## src/rtl/nts_noncegen_arbiter.sv

```systemverilog
// nts_noncegen_arbiter: rate-limited sequential nonce prefetch buffer shared round-robin among engines
module nts_noncegen_arbiter #(
  parameter int ENGINES = 4,
  parameter int NONCE_WIDTH = 64,
  parameter int DEPTH = 4,
  parameter int DELAY = 15,
  parameter logic [NONCE_WIDTH-1:0] SEED = '0
) (
  input  logic                       i_clk,
  input  logic                       i_areset_n,
  input  logic                       i_enable,
  input  logic [ENGINES-1:0]         i_get,
  output logic [ENGINES-1:0]         o_ready,
  output logic [NONCE_WIDTH-1:0]     o_data,
  output logic [$clog2(DEPTH):0]     o_level,
  output logic [ENGINES-1:0]         o_pending
);
  localparam int AW = $clog2(DEPTH);
  localparam int LW = AW + 1;
  localparam int EW = ENGINES > 1 ? $clog2(ENGINES) : 1;
  localparam int TW = DELAY > 1 ? $clog2(DELAY) : 1;
  logic [NONCE_WIDTH-1:0] mem [DEPTH];
  logic [NONCE_WIDTH-1:0] next_nonce;
  logic [AW-1:0] rd_ptr, wr_ptr;
  logic [TW-1:0] timer;
  logic [EW-1:0] last_grant, grant, idx;
  logic [ENGINES-1:0] req, grant_oh;
  logic full, push, pop, found;
  assign full = o_level == LW'(DEPTH);
  assign req = o_pending | i_get;
  assign push = i_enable && !full && timer == TW'(DELAY - 1);
  assign pop = o_level != '0 && req != '0;
  assign grant_oh = ENGINES'(1) << grant;
  // round-robin search starting just after the last granted engine
  always_comb begin
    grant = '0;
    found = 1'b0;
    idx = '0;
    for (int k = 1; k <= ENGINES; k++) begin
      idx = EW'((int'(last_grant) + k) % ENGINES);
      if (!found && req[idx]) begin
        grant = idx;
        found = 1'b1;
      end
    end
  end
  // generation timer: parked at zero while full, frozen while disabled
  always_ff @(posedge i_clk or negedge i_areset_n) begin
    if (!i_areset_n) timer <= '0;
    else if (full) timer <= '0;
    else if (i_enable) timer <= push ? '0 : timer + 1'b1;
  end
  // nonce storage, written at the tail on each push
  always_ff @(posedge i_clk) begin
    if (push) mem[wr_ptr] <= next_nonce;
  end
  // buffer pointers, level, pending requests and registered grant outputs
  always_ff @(posedge i_clk or negedge i_areset_n) begin
    if (!i_areset_n) begin
      next_nonce <= SEED;
      wr_ptr <= '0;
      rd_ptr <= '0;
      last_grant <= EW'(ENGINES - 1);
      o_ready <= '0;
      o_data <= '0;
      o_level <= '0;
      o_pending <= '0;
    end else begin
      if (push) begin
        next_nonce <= next_nonce + 1'b1;
        wr_ptr <= wr_ptr + 1'b1;
      end
      if (pop) begin
        rd_ptr <= rd_ptr + 1'b1;
        last_grant <= grant;
        o_data <= mem[rd_ptr];
      end
      o_ready <= pop ? grant_oh : '0;
      o_pending <= req & ~(pop ? grant_oh : '0);
      o_level <= o_level + LW'(push) - LW'(pop);
    end
  end
endmodule
```

## config.mk

```make
export PLATFORM = sky130hd
export DESIGN_NAME = nts_noncegen_arbiter
export DESIGN_NICKNAME = d
export VERILOG_FILES = /design/src/rtl/nts_noncegen_arbiter.sv
export SDC_FILE = /design/constraint.sdc
export NUM_CORES = 1
export LEC_CHECK = 0
export CAP_MARGIN = 0
export CORE_MARGIN = 1.5
export CORE_UTILIZATION = 46
export DETAILED_ROUTE_END_ITERATION = 8
export HOLD_SLACK_MARGIN = 0.06
export PLACE_DENSITY_LB_ADDON = 0.2
export SLEW_MARGIN = 30
export SYNTH_ARGS = -nofsm -noshare
export SYNTH_HDL_FRONTEND = slang
export SYNTH_SLANG_ARGS = --single-unit
```

## constraint.sdc

```tcl
create_clock -name i_clk -period 5.7 [get_ports i_clk]
set_clock_uncertainty 0.05 [all_clocks]
set_input_delay 1.14 -clock i_clk [delete_from_list [all_inputs] [get_ports i_clk]]
set_output_delay 1.14 -clock i_clk [all_outputs]
set_load 0.005 [all_outputs]
```

==> results.sh, run 1 <==
export IMPL_nets=958
export IMPL_vias=7593
export IMPL_async_flop_share_pct=36.8
export IMPL_p_int_uw=6270
export IMPL_die_area_um2=34900
export IMPL_synth_edf_count=256
export IMPL_syn_nets=849
export IMPL_outcome="finished clean"
export IMPL_antenna_found_initial=0
export IMPL_fin_crit_ns=3.47
export IMPL_holdBufCountCts=0
export IMPL_cap_violations=0
export IMPL_tns_ns=0
export IMPL_ioPinCount=82
export IMPL_grt_usage_pct=16.7
export IMPL_pwr_share_seq_pct=44.7
export IMPL_gp_congestion=0.769
export IMPL_viasPerCell=5.34
export IMPL_cts_root_buffer="clkbuf_16"
export IMPL_crit_fanout=9
export IMPL_wl_um=27900
export IMPL_critPathTopFamily="simple AND/OR/NAND/NOR gates"
export IMPL_cts_setup_buffers=0
export IMPL_grt_pass1_vias=7952
export IMPL_cts_tree="done"
export IMPL_rows=67
export IMPL_post_drt_wl_per_cell_um=19.6
export IMPL_cts_resized=0
export IMPL_ir_worst_vdd_uv=210
export IMPL_ys_dominant_reg_cell="edfxtp_1"
export IMPL_fmax_mhz=288
export IMPL_postRouteAntennaNets=0
export IMPL_setup_viol=0
export IMPL_register_area_um2=11400
export IMPL_core_area_um2=33400
export IMPL_leakagePower_uw=0.00699
export IMPL_worst_pin_slew_ns=0.963
export IMPL_path_cells="clkdlybuf4s50_1 > and4_1 > and2_1 > inv_1 > ha_1 > inv_1 > ha_1 > inv_1 > fa_1 > xnor2_1 > xnor2_1"
export IMPL_place_ws_ns=1.69
export IMPL_path_class="input port to register"
export IMPL_worstPathRequired_ns=6.06
export IMPL_synthDominantCellAreaShare_pct=49.5
export IMPL_syn_area_per_cell_um2=18.7
export IMPL_cpMostUsedCell="inv_1"
export IMPL_synth_top_cell_by_area="edfxtp_1"
export IMPL_final_max_slew_viol_count=0
export IMPL_cts_max_path_buffers=3
export IMPL_overflow=0
export IMPL_power_density_nw_per_um2=452
export IMPL_switching_share_pct=24.5
export IMPL_cp_slowest_cell="clkdlybuf4s50_1"
export IMPL_grt_pass1_wl_um=45700
export IMPL_clockPowerShare_pct=33.8
export IMPL_drtIter0Drc=478
export IMPL_setup_ws_ns=2.23
export IMPL_clock_latency_ns=0.54
export IMPL_antenna_cells=0
export IMPL_max_stage_delay_ns=0.62
export IMPL_synthesis_instances=832
export IMPL_multi_input_area_um2=3960
export IMPL_arrival_ns=3.82
export IMPL_synth_seq_cells=405
export IMPL_clkTransAtPathRegs_ns=0.06
export IMPL_crit_buf_inv=4
export IMPL_hold_class="register to register"
export IMPL_synth_warnings=0
export IMPL_port_buffers=81
export IMPL_start_kind="input port"
export IMPL_area_delta_synth_final_pct=18.2
export IMPL_ys_seq_area_share_pct=73.5
export IMPL_clock_sinks=405
export IMPL_cts_buffers_inserted=42
export IMPL_cp_end_kind="register"
export IMPL_finalHoldViolations=0
export IMPL_period_share_pct=60.8
export IMPL_grt_max_degree=74
export IMPL_grt_setup_unrepaired="no"
export IMPL_die_h_um=187
export IMPL_dieWidth_um=187
export IMPL_synth_area_leaders="edfxtp_1, dfrtp_1, mux4_2, mux2_2, xnor2_1"
export IMPL_layout_drive_gt1_share_pct=22.8
export IMPL_synth_distinct_cells=48
export IMPL_initial_core_util_pct=46.5
export IMPL_drc=0
export IMPL_p_comb_share_pct=21.5
export IMPL_n_fill_cell=2659
export IMPL_htreeDepth=2
export IMPL_timing_slew_headroom_pct=35.3
export IMPL_total_switching_power_uw=2030
export IMPL_dr_pass1_iters=4
export IMPL_hpwlAfterDp_um=16100
export IMPL_syn_area_um2=15500
==> cells by family (layout without fill, tap and decap cells) <==
kind of cell / Yosys count / after routing / share of synthesized area, %
xor gates and xnor gates: 68 / 68 / 3.83
and+or+nand+nor: 163 / 163 / 5.86
adders and majority gates: 10 / 10 / 0.854
muxes: 131 / 131 / 14.1
buffers and inverters: 38 / 181 / 1.06
DFF: 405 / 405 / 73.5
AOI/OAI and AO/OA: 17 / 17 / 0.749
==> placed cells by master (no fill, tap or decap), drive strengths merged, types with 3 or more instances in the layout <==
cell type      netlist  final
xor2                10     10
xnor2               58     58
bufinv               0      4
dfrtp              147    147
buf                 14     13
nor3                 8      8
clkinv               0     12
nor2                28     28
nand4               27     27
nor4                 5      5
nand2               24     24
and4                 5      5
a21oi                4      4
mux2                65     65
clkdlybuf4s50        0     80
clkbuf              14     60
mux4                64     64
o21ai                3      3
nand3               29     29
or4                  3      3
and2                 7      7
inv                 10     12
and3                19     19
edfxtp             256    256
ha                   9      9
==> routing by layer <==
metal | GRT usage [%] | share of wire, %
met5 | 0 | 0
met4 | 4.50 | 1.1
met3 | 2.82 | 4.6
met2 | 26.5 | 48
met1 | 24.2 | 46
==> synthesized netlist by cell type, drive strengths merged, types with 9 or more instances <==
cell type and count:
ha 9, nor2 28, nand4 27, xor2 10, inv 10, and3 19
mux2 65, nand2 24, nand3 29, edfxtp 256, xnor2 58, clkbuf 14
mux4 64, buf 14, dfrtp 147
==> state kept, by name (all words and copies together), names as in the netlist <==
name / count
o_data: 64
o_ready: 4
o_pending: 4
rd_ptr: 2
mem: 256
last_grant: 2
wr_ptr: 2
next_nonce: 64
o_level: 3
timer: 4
==> worst register-to-register path: cells and delay by family (launching register included) <==
| family | cells | cell delay (ns) |
|---|---|---|
| buffers and inverters | 4 | 0.26 |
| xor gates and xnor gates | 2 | 0.27 |
| adders and majority gates | 4 | 0.97 |
| DFF | 1 | 0.44 |
| and+or+nand+nor | 2 | 0.78 |
==> path summary, 6_finish.rpt <==
kind,from,endpoint,slack (ns),depth (start not counted)
hold / removal,o_data[32],o_data[32],0.45,1
min in group asynchronous,i_areset_n,o_data[42],0.60,1
hold reg to reg,o_data[32],o_data[32],0.45,1
setup / recovery,i_enable,o_level[2],2.23,11
max in group asynchronous,i_areset_n,next_nonce[60],3.95,2
setup reg to reg,timer[0],o_level[2],2.80,12
==> metrics by stage <==
stage                     area [um2]  hold WS [ns]  util [%]  std cells  power (uW)
after floorplan                15500         0.426         -        832        4820
after global placement         16900         0.439      50.6       1344        5580
after detailed placement       16900         0.445      50.6       1344        5610
after CTS                      18300         0.458      55.0       1422        8440
after global routing           18400         0.466      55.0       1423        8720
final                          18400         0.452      55.0       1423        8300
==> area by class of cell <==
cell class | count | area share, %
flip-flops and latches | 405 | 62.2
multi-input cells | 389 | 21.6
clock buffers | 60 | 6.82
repair buffers | 93 | 5.02
well taps | 448 | 3.05
clock inverters | 18 | 1.06
inverters | 10 | 0.205
==> power by group through the flow <==
stage                     registers (uW)  logic [uW]  clock network (uW)
after global placement              3770        1800                   0
final                               3710        1790                2810
after global routing                3770        1950                2990
after detailed placement            3780        1830                   0
after CTS                           3730        1840                2880
after floorplan                     3630        1190                   0
Power figures use the tool's default switching activity.
==> inputs of run 2 (changes only) <==
- clock period: 5.7 -> 2.8 ns (I/O delays scaled with it)
==> results.sh, run 2 (synthesis results as in run 1) <==
export IMPL_outcome="finished clean"
export IMPL_overflow=0
export IMPL_crit_fanout=2
export IMPL_worst_pin_slew_ns=0.566
export IMPL_area_delta_synth_final_pct=19.9
export IMPL_grt_setup_unrepaired="no"
export IMPL_finalHoldViolations=0
export IMPL_antenna_found_initial=0
export IMPL_n_fill_cell=2625
export IMPL_fin_crit_ns=2.50
export IMPL_dr_pass1_iters=4
export IMPL_rows=67
export IMPL_grt_usage_pct=16.5
export IMPL_top_register="mem"
export IMPL_arrival_ns=2.86
export IMPL_die_h_um=187
export IMPL_tns_ns=0
export IMPL_drc=0
export IMPL_largest_register_ffs=256
export IMPL_clock_latency_ns=0.53
export IMPL_cts_setup_buffers=0
export IMPL_grt_max_degree=58
export IMPL_port_buffers=81
export IMPL_largest_registers="mem x256, next_nonce x64, o_data x64"
export IMPL_cts_buffers_inserted=42
export IMPL_core_area_um2=33400
export IMPL_leakagePower_uw=0.00714
export IMPL_postRouteAntennaNets=0
export IMPL_worstPathRequired_ns=3.16
export IMPL_htreeDepth=2
export IMPL_min_path_cells=1
export IMPL_ff2ff_path_depth=10
export IMPL_layout_drive_gt1_share_pct=25.1
export IMPL_grt_pass1_wl_um=45500
export IMPL_post_drt_wl_per_cell_um=19.0
export IMPL_clock_sinks=405
export IMPL_holdBufCountCts=1
export IMPL_ir_worst_vdd_uv=418
export IMPL_cts_root_buffer="clkbuf_16"
export IMPL_cts_max_path_buffers=3
export IMPL_hold_class="register to register"
export IMPL_cp_end_kind="register"
export IMPL_clkTransAtPathRegs_ns=0.06
export IMPL_drtIter0Drc=479
export IMPL_viasPerCell=5.28
export IMPL_cts_resized=0
export IMPL_hpwlAfterDp_um=16300
export IMPL_fin_total_pwr_uw=16900
export IMPL_path_class="input port to register"
export IMPL_setup_viol=0
export IMPL_layout_commonest_cell="edfxtp_1"
export IMPL_gp_congestion=0.756
export IMPL_mostFrequentLayoutCells="edfxtp_1, dfrtp_1, clkdlybuf4s50_1"
export IMPL_cap_violations=0
export IMPL_dieWidth_um=187
export IMPL_grt_pass1_vias=8018
export IMPL_final_max_slew_viol_count=0
export IMPL_power_density_nw_per_um2=907
export IMPL_timing_slew_headroom_pct=62.3
export IMPL_antenna_cells=0
export IMPL_vias=7641
export IMPL_die_area_um2=34900
export IMPL_initial_core_util_pct=46.5
export IMPL_period_share_pct=89.2
export IMPL_wl_um=27500
export IMPL_nets=982
export IMPL_fmax_mhz=400
export IMPL_cts_tree="done"
export IMPL_ioPinCount=82
export IMPL_start_kind="input port"
[run 2: cell types whose count changed in the layout (fill, tap and decap cells not counted), sizes merged]
| cell | delta |
|---|---|
| buf | +23 |
| dlygate4sd3 | +1 |
| clkbuf | -3 |
| clkinv | +4 |
| bufinv | -1 |
| inv | -1 |
[run 2: report_power, final]
part	internal (uW)	switching, uW
clock network	3300	2200
logic	2520	1460
registers	6930	494
total	12800	4150
[run 2: worst paths after layout]
check,to,slack [ns],from
max,o_level[2],0.30,i_get[0]
min,o_data[40],0.45,o_data[40]
max reg2reg,o_level[2],0.31,o_level[0]
min reg2reg,o_data[40],0.45,o_data[40]
max in group asynchronous,last_grant[1],1.45,i_areset_n
min in group asynchronous,o_data[43],0.53,i_areset_n
[run 2: cell type report]
class                           count  area, um2  area share (%)
Timing Repair Buffer              117       1230            6.63
Sequential cell                   405      11400            61.3
Clock inverter                     20        173           0.927
Tap cell                          448        561            3.01
Inverter                           10       37.5           0.202
Clock buffer                       57       1210            6.49
Multi-Input combinational cell    389       3990            21.4
[run 2: critical path, stage by stage]
cell and delay [ns]:
clkdlybuf4s50_1 0.42, or4_4 0.55, o32a_2 0.24, ha_4 0.21, inv_1 0.05, ha_1 0.13
inv_1 0.06, fa_2 0.37, xnor2_2 0.15, xnor2_1 0.12
[run 2: metal layers]
metal / GRT usage (%) / part of all wire, % / wire [um]
met5: 0 / 0 / 0
met4: 4.22 / 2.0 / 541
met3: 2.44 / 3.5 / 965
met2: 26.1 / 48 / 13100
met1: 24.1 / 47 / 12900
[run 2: through the flow]
step	setup slack, ns	hold WS, ns	cell area (um2)	std cells	util [%]
floorplan	0.00386	0.214	15600	832	-
global placement	-0.202	0.439	17200	1368	51.6
detailed placement	-0.231	0.444	17200	1368	51.6
CTS	0.298	0.457	18600	1446	55.8
global route	0.198	0.466	18600	1446	55.8
finish	0.301	0.453	18600	1446	55.8
